[config.mk]
export PLATFORM = sky130hd
export DESIGN_NAME = rx_ctrlmod_flat
export DESIGN_NICKNAME = d
export VERILOG_FILES = /design/src/rtl/rx_ctrlmod_if.sv /design/src/rtl/rx_ctrlmod.sv /design/src/flat_wrapper.sv
export SDC_FILE = /design/constraint.sdc
export NUM_CORES = 1
export LEC_CHECK = 0
export CORE_UTILIZATION = 37
export DETAILED_ROUTE_END_ITERATION = 10
export GPL_TIMING_DRIVEN = 0
export PLACE_DENSITY = 0.59
export SYNTH_ARGS = -nofsm -noshare
export SYNTH_HDL_FRONTEND = slang
export SYNTH_SLANG_ARGS = --single-unit
[constraint.sdc]
create_clock -name CLOCK -period 3.6 [get_ports CLOCK]
set_input_delay 0.54 -clock CLOCK [delete_from_list [all_inputs] [get_ports CLOCK]]
set_output_delay 0.54 -clock CLOCK [all_outputs]
set_load 0.02 [all_outputs]
[src/rtl/rx_ctrlmod_if.sv]
// Handshake bundle between rx_ctrlmod and its environment: receiver call/done
// pair, serial-line monitor and the downstream FIFO read port.
interface rx_ctrlmod_if #(
    parameter int AW = 4
);
    logic          iEnable;
    logic          oCall;
    logic          iDone;
    logic [7:0]    iData;
    logic          iRXD;
    logic          iRead;
    logic          iClear;
    logic [7:0]    oData;
    logic          oEmpty;
    logic          oFull;
    logic [AW:0]   oCount;
    logic          oOverflow;
    logic          oBusy;
    logic          oGap;

    modport master (
        output iEnable, iDone, iData, iRXD, iRead, iClear,
        input  oCall, oData, oEmpty, oFull, oCount, oOverflow, oBusy, oGap
    );

    modport slave (
        input  iEnable, iDone, iData, iRXD, iRead, iClear,
        output oCall, oData, oEmpty, oFull, oCount, oOverflow, oBusy, oGap
    );
endinterface

[src/rtl/rx_ctrlmod.sv]
// UART receive sequencer with show-ahead byte FIFO and clean start/stop.
// Optional idle-gap pulse on oGap is compiled in with `define RX_GAP_TIMEOUT_EN.
module rx_ctrlmod #(
    parameter int DEPTH        = 16,
    parameter int AW           = 4,
    parameter int FRAME_CYCLES = 5208,
    parameter int GAP_CYCLES   = 4340
) (
    input  logic         CLOCK,
    input  logic         RESET,
    rx_ctrlmod_if.slave  bus
);
    localparam int            SW         = $clog2(FRAME_CYCLES);
    localparam logic [SW-1:0] FRAME_LAST = SW'(FRAME_CYCLES - 1);
    localparam logic [AW:0]   FULL_COUNT = (AW + 1)'(DEPTH);

    if (DEPTH != (1 << AW) || DEPTH < 2 || FRAME_CYCLES < 2 || GAP_CYCLES < 2) begin : gParamCheck
        $error("rx_ctrlmod: inconsistent DEPTH/AW or timeout parameters");
    end

    typedef enum logic [1:0] {IDLE, RUN, STOP, DONE} state_t;

    state_t        state;
    logic          callQ;
    logic          busyQ;
    logic [SW-1:0] stopCnt;

    logic [7:0]    mem [DEPTH];
    logic [AW-1:0] wrPtr;
    logic [AW-1:0] rdPtr;
    logic [AW:0]   count;
    logic          overflowQ;

    logic          empty;
    logic          full;
    logic          pushReq;
    logic          popReq;
    logic          wrEn;
    logic          dropped;

    assign empty   = (count == '0);
    assign full    = (count == FULL_COUNT);
    assign pushReq = bus.iDone && (state == RUN || state == STOP);
    assign popReq  = bus.iRead && !empty;
    // A pop in the same cycle frees the slot, so a full FIFO still accepts the byte.
    assign wrEn    = pushReq && (!full || popReq);
    assign dropped = pushReq && full && !popReq;

    // NOTE: sequential state uses non-blocking assignments only, so every
    // register samples pre-edge values regardless of statement order.
    always_ff @(posedge CLOCK or posedge RESET) begin
        if (RESET) begin
            state   <= IDLE;
            callQ   <= 1'b0;
            busyQ   <= 1'b0;
            stopCnt <= '0;
        end else begin
            unique case (state)
                IDLE: if (bus.iEnable) begin
                    state <= RUN;
                    callQ <= 1'b1;
                    busyQ <= 1'b1;
                end
                RUN: if (!bus.iEnable) begin
                    state   <= STOP;
                    stopCnt <= '0;
                end
                STOP: begin
                    if (stopCnt < FRAME_LAST) stopCnt <= stopCnt + 1'b1;
                    // Wait for the frame in flight, or a full frame of idle line.
                    if (bus.iDone || (stopCnt >= FRAME_LAST && bus.iRXD)) begin
                        state <= DONE;
                        busyQ <= 1'b0;
                    end
                end
                DONE: begin
                    state <= IDLE;
                    callQ <= 1'b0;
                end
            endcase
        end
    end

    // NOTE: the storage array has no reset; only pointers and count define
    // which entries are valid, and oData is masked to 0 while empty.
    always_ff @(posedge CLOCK) begin
        if (wrEn && !bus.iClear) mem[wrPtr] <= bus.iData;
    end

    always_ff @(posedge CLOCK or posedge RESET) begin
        if (RESET) begin
            wrPtr     <= '0;
            rdPtr     <= '0;
            count     <= '0;
            overflowQ <= 1'b0;
        end else if (bus.iClear) begin
            wrPtr     <= '0;
            rdPtr     <= '0;
            count     <= '0;
            overflowQ <= 1'b0;
        end else begin
            if (wrEn)   wrPtr <= wrPtr + 1'b1;
            if (popReq) rdPtr <= rdPtr + 1'b1;
            case ({wrEn, popReq})
                2'b10:   count <= count + 1'b1;
                2'b01:   count <= count - 1'b1;
                default: count <= count;
            endcase
            if (dropped) overflowQ <= 1'b1;
        end
    end

`ifdef RX_GAP_TIMEOUT_EN
    localparam int            GW       = $clog2(GAP_CYCLES + 1);
    localparam logic [GW-1:0] GAP_LAST = GW'(GAP_CYCLES - 1);
    localparam logic [GW-1:0] GAP_MAX  = GW'(GAP_CYCLES);

    logic [GW-1:0] gapCnt;
    logic          gapQ;

    // Saturating at GAP_CYCLES means GAP_LAST is passed once per gap.
    always_ff @(posedge CLOCK or posedge RESET) begin
        if (RESET) begin
            gapCnt <= '0;
            gapQ   <= 1'b0;
        end else if (bus.iClear) begin
            gapCnt <= '0;
            gapQ   <= 1'b0;
        end else begin
            gapQ <= (gapCnt == GAP_LAST) && !empty;
            if (wrEn)                  gapCnt <= '0;
            else if (gapCnt != GAP_MAX) gapCnt <= gapCnt + 1'b1;
        end
    end

    assign bus.oGap = gapQ;
`else
    assign bus.oGap = 1'b0;
`endif

    assign bus.oCall     = callQ;
    assign bus.oBusy     = busyQ;
    assign bus.oData     = empty ? 8'h00 : mem[rdPtr];
    assign bus.oEmpty    = empty;
    assign bus.oFull     = full;
    assign bus.oCount    = count;
    assign bus.oOverflow = overflowQ;
endmodule
[src/flat_wrapper.sv]
// flat-port wrapper written by rule: the top's interface ports become plain ports
module rx_ctrlmod_flat 
#(
    parameter int DEPTH        = 16,
    parameter int AW           = 4,
    parameter int FRAME_CYCLES = 5208,
    parameter int GAP_CYCLES   = 4340
)
  (CLOCK, RESET, bus_iEnable, bus_iDone, bus_iData, bus_iRXD, bus_iRead, bus_iClear, bus_oCall, bus_oData, bus_oEmpty, bus_oFull, bus_oCount, bus_oOverflow, bus_oBusy, bus_oGap);
  rx_ctrlmod_if #(.AW(AW)) bus_i ();
  input  logic CLOCK;
  input  logic RESET;
  input wire logic [$bits(bus_i.iEnable)-1:0] bus_iEnable;
  input wire logic [$bits(bus_i.iDone)-1:0] bus_iDone;
  input wire logic [$bits(bus_i.iData)-1:0] bus_iData;
  input wire logic [$bits(bus_i.iRXD)-1:0] bus_iRXD;
  input wire logic [$bits(bus_i.iRead)-1:0] bus_iRead;
  input wire logic [$bits(bus_i.iClear)-1:0] bus_iClear;
  output wire logic [$bits(bus_i.oCall)-1:0] bus_oCall;
  output wire logic [$bits(bus_i.oData)-1:0] bus_oData;
  output wire logic [$bits(bus_i.oEmpty)-1:0] bus_oEmpty;
  output wire logic [$bits(bus_i.oFull)-1:0] bus_oFull;
  output wire logic [$bits(bus_i.oCount)-1:0] bus_oCount;
  output wire logic [$bits(bus_i.oOverflow)-1:0] bus_oOverflow;
  output wire logic [$bits(bus_i.oBusy)-1:0] bus_oBusy;
  output wire logic [$bits(bus_i.oGap)-1:0] bus_oGap;
  assign bus_i.iEnable = bus_iEnable;
  assign bus_i.iDone = bus_iDone;
  assign bus_i.iData = bus_iData;
  assign bus_i.iRXD = bus_iRXD;
  assign bus_i.iRead = bus_iRead;
  assign bus_i.iClear = bus_iClear;
  assign bus_oCall = bus_i.oCall;
  assign bus_oData = bus_i.oData;
  assign bus_oEmpty = bus_i.oEmpty;
  assign bus_oFull = bus_i.oFull;
  assign bus_oCount = bus_i.oCount;
  assign bus_oOverflow = bus_i.oOverflow;
  assign bus_oBusy = bus_i.oBusy;
  assign bus_oGap = bus_i.oGap;
  rx_ctrlmod #(.DEPTH(DEPTH), .AW(AW), .FRAME_CYCLES(FRAME_CYCLES), .GAP_CYCLES(GAP_CYCLES)) u_core (.CLOCK(CLOCK), .RESET(RESET), .bus(bus_i));
endmodule
* Yosys cells after proc, flatten, opt, wreduce, memory -nomap -nowiden
Memory sizes are Yosys's and may differ from the RTL's.
Index checks and enable logic that the tools add are counted.
** Operators by class
- Add/subtract/negate cells :: 5
- $mul :: 0
- Div/mod/pow operators :: 0
- $lt $le $gt $ge :: 2
- Eq/ne operators :: 10
- Shift operators :: 0
- Muxes and demuxes :: 22
- Bitwise logic cells :: 0
- Reduce and logical (&&, ||, !) cells :: 27
** Operator list (number)
- $mux 13 :: 2
- $pmux 13 s2 :: 1
- $mux 4 :: 4
- $add 13x1->13 const B :: 1
- $ge 13x13->1 const B :: 1
- $lt 13x13->1 const B :: 1
- $reduce_bool 2->1 :: 6
- $pmux 5 s2 :: 1
- $reduce_and 3->1 :: 3
- $add 4x1->4 const B :: 2
- $mux 8 :: 1
- $ne 2x2->1 const B :: 4
- $pmux 2 s4 :: 1
- $logic_and 1x1->1 :: 7
- $eq 2x2->1 const B :: 3
- $mux 1 :: 6
- $mux 2 :: 3
- $add 5x1->5 const B :: 1
- $eq 5x5->1 const B :: 1
- $logic_not 5->1 :: 1
- $mux 5 :: 1
- $sub 5x1->5 const B :: 1
- $eq 2x1->1 const B :: 2
- $logic_not 1->1 :: 4
- 5 further kinds :: 8
** Storage, ports and cells
- Register bits :: 31
- Bits in latches :: 0
- Memory bits (writable) :: 128
- ROM bits :: 0
- Bits of input ports :: 15
- Memories :: 1
** Memory list
- u_core.mem :: words 16, bits a word 8, rd ports 1, clocked after Yosys merged registers in 0, write ports 1, line rx_ctrlmod.sv:28 : logic [7:0] mem [DEPTH];

* Logic depth before layout (Yosys ltp)
- Word-level depth :: 8
- Gate-level depth with buffers :: 12

* Worst setup path after synthesis
OpenSTA, ideal clock, no wires.
- Kind :: register to output
- Start :: reg u_core.rdPtr[0]
- End :: out bus_oData[0]
- Arrival :: 2.140 ns
- Data required time :: 3.060 ns
- Slack :: 0.920 ns
- Stages on the path, launching flop included :: 6
- Buffers on the path :: 2
- Path through :: dfrtp_1 -> clkbuf_1 -> buf_2 -> mux4_2 -> mux4_2 -> nor2b_1
** Between the ends
- Word-level cells in the longest chain between the ends :: 2
** Ends and longest elaborated chain
- start, declared :: line rx_ctrlmod.sv:30 : logic [AW-1:0] rdPtr;
- start signal, assigned :: line rx_ctrlmod.sv:103 : if (popReq) rdPtr <= rdPtr + 1'b1;
- $mem_v2 16x8
- $mux 8 :: line rx_ctrlmod.sv:143 : assign bus.oData = empty ? 8'h00 : mem[rdPtr];
- end, declared :: line flat_wrapper.sv:20 : output wire logic [$bits(bus_i.oData)-1:0] bus_oData;
No other way between the ends.

* Worst setup path in the final report
- Start :: reg u_core.rdPtr[0]
- End :: out bus_oData[1]
Same word-level chain as after synthesis.

==> flow_metrics.py <==
metrics = {
    "timing": {
        "fin_skew_ns": 0.008245,
        "whs_ns": 0.5197,
        "fmax_mhz": 290.1,
        "finalHoldViolations": 0,
        "tightest_slew_ns": 1.259,
        "finalSetupViolCount": 0,
        "rsz0062_at_grt": "false",
        "drv_slew": 0,
        "fin_setup_tns_ns": 0,
        "period_minus_slack_ns": 3.447,
        "fin_crit_sh_pct": 95.74,
        "relSlewSlack_pct": 15.89,
    },
    "detailed_routing": {
        "wl_met1_um": 6655,
        "wl_per_cell_um": 20.05,
        "drt-pass1-iter-count": 9,
        "drtAntennaViolNets": 0,
        "wl_met2_um": 7036,
        "totalWireLength_um": 14400,
        "route.met3.wl_um": 499,
        "dr.first_iter.drc_count": 256,
        "vias": 3831,
        "via_per_inst": 5.336,
        "drc_errors": 2,
        "highest_layer": "met4",
    },
    "clocking": {
        "clk_latency_ns": 0.43,
        "cts_buffers": 17,
        "clock_path_buffers": 2,
        "cts_root_buf": "clkbuf_16",
        "cts-htree-levels": 4,
        "cts_hold_buffers": 0,
        "cts.sinks": 159,
        "clk_pin_slew_worst_paths_ns": 0.06,
        "cts_tree": "built",
    },
    "die": {
        "die_area_sq_mm": 0.01938,
        "die_h_um": 139.2,
        "die_w_um": 139.2,
        "io_pins": 34,
        "rows": 49,
        "core_sq_mm": 0.01821,
        "start_util_pct": 38.26,
    },
    "critical_path": {
        "start_kind": "flip-flop",
        "worstPathArrival_ns": 2.91,
        "end_kind": "primary output",
        "cp_max_fo": 10,
        "crit_type": "reg2out",
        "cp.required_ns": 3.06,
    },
    "yosys": {
        "ys_types": 52,
        "ys_ff_latch": 159,
        "syn_nets": 452,
        "yosysSeqAreaShare_pct": 66.31,
        "synth-async-reset-ratio_pct": 19.50,
        "synth_flop_cell": "edfxtp_1",
        "synth-edff-count": 128,
        "syn_area_sq_mm": 0.006967,
        "synth.avg_cell_area_sq_um": 16.39,
        "ys_warn_count": 0,
        "netlist_instances": 425,
    },
    "global_route": {
        "grt_pass1_wl_um": 22670,
        "overflow": 0,
        "grt_pass1_vias": 3991,
        "grt_usage_pct": 16.07,
        "antenna_found_initial": 0,
        "grt_max_degree": 32,
    },
    "power_and_ir_drop": {
        "p_total_uw": 5956,
        "p_leak_uw": 0.002784,
        "ir_worst_vdd_v": 0.0003386,
        "powerDensity_mw_per_mm2": 723.4,
    },
    "finish": {
        "finalNetCount": 504,
        "drive_gt1_share_pct": 19.84,
        "area_growth_pct": 18.18,
        "finish.utilization_pct": 45.21,
        "fill_cells": 1577,
        "fin_area_sq_mm": 0.008233,
        "n_antenna_cell": 0,
    },
    "place": {
        "gp_congestion": 0.8072,
        "postPlaceCellArea_sq_mm": 0.007564,
        "dp_hpwl_um": 9518,
        "portBuffers": 31,
    },
    "job": {
        "max_cap_violations": 0,
    },
    "worst_hold_path": {
        "hp-class": "reg2reg",
    },
    "outcome": {
        "violations": "DRC",
        "status": "finished, violations left",
    },
}
cell usage after synthesis, drive strengths merged (3+ instances only):
library cell	number	area (sq um)
or3	5	31.28
dfrtp	31	775.7
nor3	3	15.01
clkbuf	14	52.55
ha	12	150.1
nor4	3	25.02
and2	13	81.33
o21ai	14	70.07
mux2i	4	40.04
edfxtp	128	3844
nor2b	12	75.07
nand3	8	40.04
inv	12	45.04
a21oi	22	113.9
o31ai	7	52.55
buf	8	45.04
nand2	16	60.06
mux4	40	900.9
and4	5	43.79
xor2	3	26.28
nor2	20	75.07
or4	9	71.32
xnor2	3	26.28
nand4	5	31.28
routing by layer:
| metal | track usage (%) | up-vias |
|---|---|---|
| met5 | 0 | - |
| met4 | 5.965 | 0 |
| met3 | 3.854 | 18 |
| met2 | 25.95 | 65 |
| met1 | 21.15 | 1971 |
| li1 | - | 1777 |
cells in the final DEF, fill, tap and decap left out, types with 3 or more instances in the layout:
cell / synthesis / final
clkinv_2: 0 / 3
clkbuf_16: 0 / 17
nand4_1: 5 / 5
or4_1: 8 / 8
bufinv_16: 0 / 4
a21oi_1: 21 / 21
nor2b_1: 12 / 12
or3_1: 5 / 5
edfxtp_1: 128 / 128
clkbuf_1: 14 / 10
clkinv_4: 0 / 3
inv_1: 12 / 11
o31ai_1: 7 / 7
nand3_1: 8 / 8
and4_1: 5 / 5
o21ai_0: 12 / 12
buf_4: 1 / 5
nor2_1: 20 / 20
ha_1: 12 / 12
clkdlybuf4s50_1: 0 / 31
xor2_1: 3 / 3
nand2_1: 16 / 16
dfrtp_1: 31 / 30
buf_6: 1 / 4
clkbuf_4: 0 / 3
buf_1: 3 / 3
nor3_1: 3 / 3
and2_1: 13 / 13
xnor2_1: 3 / 3
mux2i_1: 4 / 4
mux4_2: 40 / 40
critical path: stages, from the launching register on:
cell and delay, ns:
dfrtp_2 0.47, buf_6 0.21, mux4_2 0.57, mux4_2 0.51, nor2b_1 0.15, clkdlybuf4s50_1 0.57
kinds of logic after synthesis:
logic type	Yosys count	synth area share (%)
flops	159	66.31
buf+inv	34	2.047
compound gates	61	6.178
mux	46	13.83
xor+xnor	6	0.7544
fa+ha+maj	12	2.155
simple gates	106	8.674
other cells	1	0.05383
repair_timing:
action / 4_1_cts / 5_1_grt
setup buffers: 0 / 4
gates resized for setup: 10 / 3
setup endpoints to repair: 8 / 8
layout make-up:
class	count	area (sq um)	share of cell area, %
Clock inverter	13	186.4	2.264
Sequential cell	159	4621	56.12
Multi-Input combinational cell	232	2205	26.78
Timing Repair Buffer	35	340.3	4.134
Tap cell	229	286.5	3.480
Inverter	12	45.04	0.5471
Buffer	20	120.1	1.459
Clock buffer	18	429.2	5.213
per-stage QoR:
step / setup WS (ns) / std cells
2_1_floorplan: 0.9200 / 425
3_3_place_gp: 0.07201 / 685
3_5_place_dp: 0.02304 / 685
4_1_cts: 0.008607 / 715
5_1_grt: 0.04631 / 718
6_report: 0.1533 / 718
path summary, 6_finish.rpt:
kind / depth (start not counted) / from / endpoint / slack (ns)
max in group asynchronous: 2 / RESET / u_core.rdPtr[0]$_DFFE_PP0P_ / 2.54
min in group asynchronous: 2 / RESET / u_core.stopCnt[3]$_DFFE_PP0P_ / 0.55
hold reg to reg: 2 / u_core.bus.oCall$_DFFE_PP0P_ / u_core.bus.oCall$_DFFE_PP0P_ / 0.52
hold / removal: 2 / u_core.bus.oCall$_DFFE_PP0P_ / u_core.bus.oCall$_DFFE_PP0P_ / 0.52
setup reg to reg: 6 / u_core.state[0]$_DFFE_PP0P_ / u_core.mem[3][2]$_DFFE_PP_ / 0.69
setup / recovery: 5 / u_core.rdPtr[0]$_DFFE_PP0P_ / bus_oData[1] / 0.15
power by group:
part | leakage, uW | internal [uW] | total, uW | switching (uW)
logic | 0.000919 | 869 | 1840 | 974
clock network | 0.000301 | 1160 | 1880 | 721
registers | 0.00156 | 2110 | 2230 | 125
total | 0.00278 | 4140 | 5960 | 1820
sequential cells by signal, indices dropped and copies added (netlist names):
| register | count |
|---|---|
| u_core.rdPtr | 4 |
| u_core.wrPtr | 4 |
| u_core.bus.oCall | 1 |
| u_core.bus.oBusy | 1 |
| u_core.bus.oCount | 5 |
| u_core.stopCnt | 13 |
| u_core.bus.oOverflow | 1 |
| u_core.mem | 128 |
| u_core.state | 2 |
Power figures use the tool's default switching activity.
